--- config.mk ---
export PLATFORM = sky130hd
export DESIGN_NAME = cell_pos_reader
export DESIGN_NICKNAME = d
export VERILOG_FILES = /design/src/rtl/md_pkg.sv /design/src/rtl/pos_prefetch_fifo.sv /design/src/rtl/cell_pos_reader.sv
export SDC_FILE = /design/constraint.sdc
export NUM_CORES = 1
export LEC_CHECK = 0
export CAP_MARGIN = 20
export CORE_ASPECT_RATIO = 1.5
export CORE_UTILIZATION = 33
export DETAILED_ROUTE_END_ITERATION = 8
export PLACE_DENSITY = 0.48
export SLEW_MARGIN = 20
export SYNTH_ARGS = -nofsm -noshare
export SYNTH_HDL_FRONTEND = slang
export SYNTH_HIERARCHICAL = 1
export SYNTH_SLANG_ARGS = --single-unit
--- constraint.sdc ---
create_clock -name clk -period 6.5 [get_ports clk]
set_clock_uncertainty 0.05 [all_clocks]
set_input_delay 1.625 -clock clk [delete_from_list [all_inputs] [get_ports clk]]
set_output_delay 1.625 -clock clk [all_outputs]
set_load 0.03 [all_outputs]
--- src/rtl/md_pkg.sv ---
// Shared constants and FSM state type for the cell position reader.
package md_pkg;

  localparam int unsigned READ_LATENCY = 2;
  localparam int unsigned FIFO_DEPTH   = 4;

  typedef enum logic [2:0] {
    IDLE,
    RD_CNT,
    WAIT_CNT,
    STREAM,
    DRAIN
  } state_t;

endpackage

--- src/rtl/pos_prefetch_fifo.sv ---
// Show-ahead FIFO holding prefetched particle records; exposes its occupancy.
module pos_prefetch_fifo
  import md_pkg::*;
#(
  parameter int unsigned WIDTH = 105,
  parameter int unsigned DEPTH = FIFO_DEPTH
) (
  input  logic                             clk,
  input  logic                             rst_n,
  input  logic                             push,
  input  logic [WIDTH-1:0]                 wdata,
  input  logic                             pop,
  output logic [WIDTH-1:0]                 rdata,
  output logic                             empty,
  output logic [$clog2(DEPTH+1)-1:0]       occupancy
);

  localparam int unsigned PTRW = (DEPTH > 1) ? $clog2(DEPTH) : 1;
  localparam int unsigned OCCW = $clog2(DEPTH+1);

  logic [WIDTH-1:0] mem [DEPTH];
  logic [PTRW-1:0]  wr_ptr;
  logic [PTRW-1:0]  rd_ptr;
  logic             do_push;
  logic             do_pop;

  assign empty   = (occupancy == '0);
  assign rdata   = mem[rd_ptr];
  assign do_pop  = pop & ~empty;
  assign do_push = push & ((occupancy != OCCW'(DEPTH)) | do_pop);

  // Storage array; contents need no reset because the head is gated by empty.
  always_ff @(posedge clk) begin
    if (do_push) mem[wr_ptr] <= wdata;
  end

  // Pointer and occupancy bookkeeping.
  always_ff @(posedge clk or negedge rst_n) begin
    if (!rst_n) begin
      wr_ptr    <= '0;
      rd_ptr    <= '0;
      occupancy <= '0;
    end else begin
      if (do_push) wr_ptr <= (wr_ptr == PTRW'(DEPTH-1)) ? '0 : wr_ptr + PTRW'(1);
      if (do_pop)  rd_ptr <= (rd_ptr == PTRW'(DEPTH-1)) ? '0 : rd_ptr + PTRW'(1);
      case ({do_push, do_pop})
        2'b10:   occupancy <= occupancy + OCCW'(1);
        2'b01:   occupancy <= occupancy - OCCW'(1);
        default: occupancy <= occupancy;
      endcase
    end
  end

endmodule

--- src/rtl/cell_pos_reader.sv ---
// Reads a cell's particle count from RAM address 0, then streams particles
// 1..N through a prefetch FIFO with valid/ready flow control.
module cell_pos_reader
  import md_pkg::*;
#(
  parameter int unsigned DATA_WIDTH   = 96,
  parameter int unsigned ADDR_WIDTH   = 8,
  parameter int unsigned PARTICLE_NUM = 220
) (
  input  logic                  clk,
  input  logic                  rst_n,
  input  logic                  start,
  output logic                  busy,
  output logic                  done,
  output logic                  count_err,
  output logic [ADDR_WIDTH-1:0] ram_address,
  output logic                  ram_rden,
  output logic                  ram_wren,
  input  logic [DATA_WIDTH-1:0] ram_q,
  output logic                  out_valid,
  input  logic                  out_ready,
  output logic [DATA_WIDTH-1:0] out_pos,
  output logic [ADDR_WIDTH-1:0] out_pid,
  output logic                  out_last
);

  localparam int unsigned FW   = DATA_WIDTH + ADDR_WIDTH + 1;
  localparam int unsigned OW   = $clog2(FIFO_DEPTH + 1);
  localparam int unsigned PW   = ADDR_WIDTH + 1;
  localparam int unsigned WW   = $clog2(READ_LATENCY + 1);
  localparam int unsigned CW   = $clog2(FIFO_DEPTH + READ_LATENCY + 2);
  localparam logic [PW-1:0] N_MAX = PW'(PARTICLE_NUM - 1);

  state_t          state, state_nxt;
  logic [WW-1:0]   wait_cnt;
  logic [PW-1:0]   n_cnt;
  logic [PW-1:0]   next_pid;
  logic            rd_part;
  logic            rd_last;
  logic [READ_LATENCY-1:0] pipe_vld;
  logic [ADDR_WIDTH-1:0]   pipe_pid  [READ_LATENCY];
  logic                    pipe_last [READ_LATENCY];

  logic [PW-1:0]   n_raw, n_clamp, issue_n;
  logic            n_ovf;
  logic            wait_last;
  logic            cnt_rd, issue, issue_last, credit_ok, pop;
  logic [CW-1:0]   fill;
  logic            fifo_empty;
  logic [OW-1:0]   occupancy;
  logic [FW-1:0]   head;

  assign n_raw     = PW'(ram_q[ADDR_WIDTH-1:0]);
  assign n_ovf     = (n_raw > N_MAX);
  assign n_clamp   = n_ovf ? N_MAX : n_raw;
  assign wait_last = (wait_cnt == WW'(READ_LATENCY - 1));
  assign pop       = out_valid & out_ready;
  assign busy      = (state != IDLE);
  assign ram_wren  = 1'b0;

  // Projected in-flight + buffered count for the cycle the next read would be
  // visible on ram_rden; counting this cycle's pop keeps full throughput.
  always_comb begin
    fill = CW'(rd_part) + CW'(occupancy);
    for (int unsigned i = 0; i < READ_LATENCY; i++) fill = fill + CW'(pipe_vld[i]);
    credit_ok = ((fill - CW'(pop)) < CW'(FIFO_DEPTH));
  end

  // Next-state, read issue and done decode. The first particle read is decided
  // in the final WAIT_CNT cycle straight from ram_q so it lands at s+4.
  always_comb begin
    state_nxt = state;
    cnt_rd    = 1'b0;
    issue     = 1'b0;
    issue_n   = n_cnt;
    done      = 1'b0;
    case (state)
      IDLE:     if (start) begin
                  cnt_rd    = 1'b1;
                  state_nxt = RD_CNT;
                end
      RD_CNT:   state_nxt = WAIT_CNT;
      WAIT_CNT: if (wait_last) begin
                  issue_n = n_clamp;
                  if (n_clamp == '0) state_nxt = DRAIN;
                  else begin
                    issue     = 1'b1;
                    state_nxt = STREAM;
                  end
                end
      STREAM:   if (next_pid > n_cnt) state_nxt = DRAIN;
                else if (credit_ok) begin
                  issue = 1'b1;
                  if (next_pid == n_cnt) state_nxt = DRAIN;
                end
      DRAIN:    if (fifo_empty && !rd_part && (pipe_vld == '0)) begin
                  done      = 1'b1;
                  state_nxt = IDLE;
                end
      default:  state_nxt = IDLE;
    endcase
    issue_last = (next_pid == issue_n);
  end

  // FSM state, read request registers, count capture and error flag.
  always_ff @(posedge clk or negedge rst_n) begin
    if (!rst_n) begin
      state       <= IDLE;
      wait_cnt    <= '0;
      n_cnt       <= '0;
      next_pid    <= '0;
      count_err   <= 1'b0;
      ram_address <= '0;
      ram_rden    <= 1'b0;
      rd_part     <= 1'b0;
      rd_last     <= 1'b0;
    end else begin
      state    <= state_nxt;
      ram_rden <= cnt_rd | issue;
      rd_part  <= issue;
      rd_last  <= issue & issue_last;
      if (cnt_rd) begin
        ram_address <= '0;
        count_err   <= 1'b0;
        next_pid    <= PW'(1);
        wait_cnt    <= '0;
      end
      if (issue) begin
        ram_address <= next_pid[ADDR_WIDTH-1:0];
        next_pid    <= next_pid + PW'(1);
      end
      if (state == WAIT_CNT) begin
        wait_cnt <= wait_cnt + WW'(1);
        if (wait_last) begin
          n_cnt     <= n_clamp;
          count_err <= n_ovf;
        end
      end
    end
  end

  // Tag pipeline aligning pid/last with RAM data returning READ_LATENCY later.
  always_ff @(posedge clk or negedge rst_n) begin
    if (!rst_n) begin
      pipe_vld <= '0;
      for (int unsigned i = 0; i < READ_LATENCY; i++) begin
        pipe_pid[i]  <= '0;
        pipe_last[i] <= 1'b0;
      end
    end else begin
      pipe_vld[0]  <= rd_part;
      pipe_pid[0]  <= ram_address;
      pipe_last[0] <= rd_last;
      for (int unsigned i = 1; i < READ_LATENCY; i++) begin
        pipe_vld[i]  <= pipe_vld[i-1];
        pipe_pid[i]  <= pipe_pid[i-1];
        pipe_last[i] <= pipe_last[i-1];
      end
    end
  end

  pos_prefetch_fifo #(
    .WIDTH (FW),
    .DEPTH (FIFO_DEPTH)
  ) u_fifo (
    .clk       (clk),
    .rst_n     (rst_n),
    .push      (pipe_vld[READ_LATENCY-1]),
    .wdata     ({ram_q, pipe_pid[READ_LATENCY-1], pipe_last[READ_LATENCY-1]}),
    .pop       (pop),
    .rdata     (head),
    .empty     (fifo_empty),
    .occupancy (occupancy)
  );

  assign out_valid = ~fifo_empty;
  assign out_pos   = fifo_empty ? '0 : head[FW-1 -: DATA_WIDTH];
  assign out_pid   = fifo_empty ? '0 : head[ADDR_WIDTH:1];
  assign out_last  = fifo_empty ? 1'b0 : head[0];

endmodule

==> results.sh <==
export IMPL_netlist_area_leader_share_pct=66.3
export IMPL_crit_path_max_incr_delay_ns=0.73
export IMPL_vias=9577
export IMPL_max_freq_ghz=0.203
export IMPL_rows=107
export IMPL_post_dp_hpwl_um=25800
export IMPL_critPathMaxFanout=10
export IMPL_grt_usage_pct=14.9
export IMPL_cts_tree="built"
export IMPL_drc=0
export IMPL_clock_latency_ns=0.56
export IMPL_syn_nets=1115
export IMPL_cts_setup_buffers=0
export IMPL_clk_pin_slew_ns=0.06
export IMPL_yosysTopAreaCell="edfxtp_1"
export IMPL_fin_nets=1345
export IMPL_die_h_um=296
export IMPL_synthCells=993
export IMPL_gp_congestion=0.781
export IMPL_die_area_mm2=0.0586
export IMPL_yosysSeqAreaShare_pct=74.4
export IMPL_power_per_cell_area_mw_per_mm2=466
export IMPL_syn_area_per_cell_um2=19.2
export IMPL_power_internal_mw=7.24
export IMPL_cts_root_buf="clkbuf_16"
export IMPL_rsz0062_at_grt="no"
export IMPL_clock_path_buffers=3
export IMPL_cts_resized=0
export IMPL_viasPerCell=4.73
export IMPL_p_sw_mw=3.79
export IMPL_leakage_nw=8.01
export IMPL_startpoint_type="register"
export IMPL_fin_crit_ns=4.92
export IMPL_vdd_drop_max_mv=0.233
export IMPL_drt_first_pass_iters=4
export IMPL_ant_nets=0
export IMPL_worstPathRequired_ns=4.83
export IMPL_yosys_most_used_dff="edfxtp_1"
export IMPL_seqPwrFrac_pct=36.1
export IMPL_hold_viol=0
export IMPL_worst_slew_pin_slew_ns=0.965
export IMPL_reg2reg_slack_ns=2.54
export IMPL_grt_first_pass_wirelength_um=64800
export IMPL_fin_crit_sh_pct=75.7
export IMPL_min_path_type="register to register"
export IMPL_synth_cell_types=55
export IMPL_async_reset_ff_share_pct=12.9
export IMPL_core_mm2=0.0569
export IMPL_crit_chain="nor3_2 -> inv_1 -> nor4_1 -> and3_1 -> clkdlybuf4s50_1"
export IMPL_grt_ovfl_total=0
export IMPL_die_w_um=198
export IMPL_critical_path_slowest_cell="nor3_2"
export IMPL_cp_end_kind="output port"
export IMPL_synthTopCellsByArea="edfxtp_1 (66%), mux4_2 (12%), dfrtp_1 (8.2%)"
export IMPL_grt_pass1_vias=10400
export IMPL_timing_final_max_slew_violations=0
export IMPL_cts_buffers=47
export IMPL_comb_power_share_pct=38.8
export IMPL_grt_antenna_before_repair=5
export IMPL_slew_headroom_pct=35.3
export IMPL_drive_gt1_share_pct=16.3
export IMPL_grt_max_degree=100
export IMPL_htreeDepth=2
export IMPL_ys_warnings_count=6
export IMPL_drt_wirelength_per_cell_um=21.3
export IMPL_hold_ws_ns=0.297
export IMPL_ys_top_cells_by_count="edfxtp_1 (420), nor2b_1 (111), mux4_2 (105), dfrtp_1 (62), nand2_1 (50)"
export IMPL_syn2layout_area_growth_pct=24.5
export IMPL_io_buffers=217
export IMPL_crit_type="register to output port"
export IMPL_ys_seq_elements=482
export IMPL_pin_count=219
export IMPL_switching_share_pct=34.4
export IMPL_initial_utilization_pct=33.4
export IMPL_routed_wl_um=43200
export IMPL_arrival_ns=3.25
export IMPL_syn_cell_area_mm2=0.0190
export IMPL_finalSetupTns_ns=0
export IMPL_p_total_mw=11.0
export IMPL_drt_iter0_drc=339
export IMPL_yosys_cell_count_top_type="edfxtp_1"
export IMPL_status="finished, final reports clean"
export IMPL_hold_buffers=0
export IMPL_clockPowerShare_pct=25.1
export IMPL_cts_sinks=482
export IMPL_synth_edf_count=420
export IMPL_drv_cap=0
export IMPL_setup_viol=0
## area by class of cell
| type | instances | area [µm²] |
|---|---|---|
| fill | 5110 | 33200 |
| timing repair buffer | 230 | 2360 |
| antenna | 2 | 5.00 |
| multi-input combinational | 432 | 4510 |
| inverter | 30 | 113 |
| clock buffer | 50 | 1210 |
| sequential | 482 | 14200 |
| clock inverter | 37 | 368 |
| tap | 763 | 955 |
## layer usage
metal / GRT usage (%) / part of all wire [%]
met5: 0 / 0.072
met4: 4.88 / 2.3
met3: 2.49 / 3.8
met2: 26.8 / 54
met1: 18.1 / 40
## sequential cells by signal, summed over array words and instances, names as in the netlist
| signal | cells |
|---|---|
| count_err | 1 |
| rd_last | 1 |
| u_fifo/wr_ptr | 2 |
| u_fifo/occupancy | 3 |
| next_pid | 9 |
| wait_cnt | 2 |
| ram_rden | 1 |
| pipe_last | 2 |
| state | 3 |
| rd_part | 1 |
| ram_address | 8 |
| pipe_vld | 2 |
| u_fifo/mem | 420 |
| pipe_pid | 16 |
| n_cnt | 9 |
| u_fifo/rd_ptr | 2 |
## power groups by stage
stage | Combinational (mW) | Sequential (mW) | Clock [mW]
floorplan | 2.84 | 3.91 | 0
global placement | 4.39 | 4.05 | 0
detailed placement | 4.39 | 4.07 | 0
CTS | 4.41 | 4.00 | 2.87
global route | 4.59 | 4.03 | 2.96
finish | 4.28 | 3.98 | 2.77
## per-stage QoR
| step | utilization (%) | worst slack (ns) | cells | cell area, µm² |
|---|---|---|---|---|
| 4_1_cts | 41.6 | 1.46 | 2024 | 23700 |
| 2_1_floorplan | - | 1.45 | 993 | 19000 |
| 3_3_place_gp | 38.9 | 1.66 | 1937 | 22100 |
| 3_5_place_dp | 38.9 | 1.63 | 1937 | 22100 |
| 5_1_grt | 41.6 | 1.28 | 2026 | 23700 |
| 6_report | 41.6 | 1.58 | 2026 | 23700 |
## cells by family after synthesis
kind of cell    count (synthesis)  share of synthesized area, %
flops                         482                          74.4
simple gates                  221                          6.40
mux                           116                          13.0
buf+inv                        79                          1.93
compound gates                 61                          2.08
fa+ha+maj                      22                          1.53
xor+xnor                       11                         0.579
other cells                     1                        0.0197
## critical path, delay by kind of cell, from the launching register on
kind	cells	cell delay, ns
and+or+nand+nor	3	1.42
buffers and inverters	2	0.81
DFF	1	0.46
## path summary, 6_finish.rpt
check | start | end | cells past startpoint
min in group asynchronous | rst_n | pipe_pid[15] | 2
max in group asynchronous | rst_n | u_fifo/rd_ptr[1] | 2
worst max register to register | u_fifo/occupancy[0] | next_pid[3] | 12
worst min register to register | pipe_pid[15] | pipe_pid[7] | 0
worst min-delay path | pipe_pid[15] | pipe_pid[7] | 0
worst max-delay path | u_fifo/occupancy[0] | done | 5
## placed cells by master, fill, tap and decap left out, types with 3 or more instances in the layout
| cell type | count |
|---|---|
| and2_4 | 4 |
| inv_1 | 29 |
| clkinv_2 | 7 |
| o21ai_0 | 27 |
| nor4_1 | 3 |
| and2_1 | 3 |
| clkinvlp_4 | 3 |
| mux2_2 | 5 |
| nor3_1 | 5 |
| nor2b_1 | 111 |
| dfrtp_1 | 60 |
| buf_12 | 8 |
| bufinv_16 | 7 |
| nand3_1 | 7 |
| xnor2_1 | 5 |
| nand2_1 | 50 |
| a21oi_1 | 10 |
| clkdlybuf4s50_1 | 216 |
| mux2i_1 | 6 |
| mux4_2 | 105 |
| ha_1 | 20 |
| nor2_1 | 17 |
| a31oi_1 | 4 |
| nand4_1 | 3 |
| edfxtp_1 | 420 |
| clkbuf_16 | 48 |
| buf_4 | 5 |
| nand2b_1 | 4 |
| xor2_1 | 5 |
| clkinv_1 | 15 |
| and3_1 | 6 |
(Power assumes the default switching activity.)
==> RTL edit (same flow settings) <==
Change the parameter `PARTICLE_NUM` from 220 to 110.
--- a/src/rtl/cell_pos_reader.sv
+++ b/src/rtl/cell_pos_reader.sv
@@ -6,5 +6,5 @@
   parameter int unsigned DATA_WIDTH   = 96,
   parameter int unsigned ADDR_WIDTH   = 8,
-  parameter int unsigned PARTICLE_NUM = 220
+  parameter int unsigned PARTICLE_NUM = 110
 ) (
   input  logic                  clk,
Check against the original RTL: not equivalent (a bounded check fails within 10 cycles, from zero or initial values and one cycle with rst_n low).
==> RTL edit against the unedited design <==
- worst setup slack worse by 0.031 ns
- sequential share of layout area up 0.24 points
- power up 9.5%
- sequential cell count did not move
- critical path type unchanged
- via count is 1.8% lower
- combinational power is 16% higher
- register-to-register slack worse by 0.62 ns
- area after synthesis decreased by 0.57%
- final area fell by 0.40%
- largest power group unchanged
- die area fell by 0.57%
- wire length decreased by 2.0%
- sequential power up 9.0%
==> RTL edit: results <==
{
  "status": "completed",
  "nNetsFinal": 1315,
  "wl_um": 42300,
  "grt_pass1_vias": 10074,
  "pwr-share-clk_pct": 22.9,
  "grt_start_max_net_pins": 109,
  "antenna_cells": 0,
  "r2r_slack_ns": 1.92,
  "drive_gt1_share_pct": 17.3,
  "synth-seq-area-share_pct": 74.9,
  "seqPwrFrac_pct": 35.9,
  "min_to": "pipe_pid[6]",
  "dr_wl_met2_um": 22500,
  "cellLeakagePower_uw": 0.00799,
  "netlist_top_cells_area": "edfxtp_1 67%, mux4_2 12%, dfrtp_1 8.2%",
  "place_area_um2": 22000,
  "cts_buffers": 49,
  "place_hpwl_um": 25300,
  "post_drt_via_cell_ratio": 4.71,
  "pre_cts_ws_ns": 1.19,
  "syn-num-nets": 1082,
  "gp_congestion": 0.762,
  "worst_ep_arrival_time_ns": 3.28,
  "grt_util_all_layers_pct": 14.7,
  "use_met3_pct": 2.60,
  "endpoint": "out_pos[45]",
  "cp_max_fo": 37,
  "net-switching-power_uw": 4290,
  "cp-startpoint": "u_fifo/rd_ptr[0]",
  "highest_layer": "met5",
  "m1WireLength_um": 17000,
  "multi_input_area_um2": 4420,
  "min-delay-start": "pipe_pid[14]",
  "timing.rr.end": "next_pid[2]",
  "synth_commonest_cells": "420 x edfxtp_1, 107 x nor2b_1, 105 x mux4_2, 62 x dfrtp_1, 31 x nand2_1",
  "vias": 9403,
  "dp.cells": 1905,
  "grt_pass1_wl_um": 63700,
  "slew_headroom_pct": 37.8,
  "cts-resized-gates": 0,
  "grtUsageMet1_pct": 17.6,
  "p_sw_share_pct": 35.6,
  "vdd_drop_max_uv": 321,
  "rr_worst_depth": 13,
  "syn_to_final_growth_pct": 24.8
}
-- RTL edit: cell types whose count changed after synthesis, sizes merged, moves of 3 or more --
| cell | delta |
|---|---|
| nand2 | -19 |
| xnor2 | +6 |
| a221o | +5 |
| mux2i | -5 |
| nor2b | -4 |
| o21ai | -4 |
| xor2 | -4 |
| a21oi | -3 |
| and2 | -3 |
| or2 | +3 |
-- RTL edit: critical path, cell delays in order (launching register included) --
cell and delay (ns):
dfrtp_4 0.86, buf_12 0.40, mux4_2 0.59, nor2b_1 0.18, clkdlybuf4s50_1 0.64
-- RTL edit: kinds of logic after synthesis --
family,count (synthesis),share of synthesized area (%)
other cells,1,0.0198
simple gates,197,6.04
buf+inv,77,1.93
xor+xnor,13,0.675
mux,110,12.8
flops,482,74.9
compound gates,58,2.14
fa+ha+maj,22,1.53
-- RTL edit: cell type report --
type	instances	area share, %
clock buffer	63	5.54
clock inverter	29	1.15
inverter	28	0.445
multi-input combinational	401	18.7
sequential	482	60.0
tap	763	4.04
timing repair buffer	231	10.1
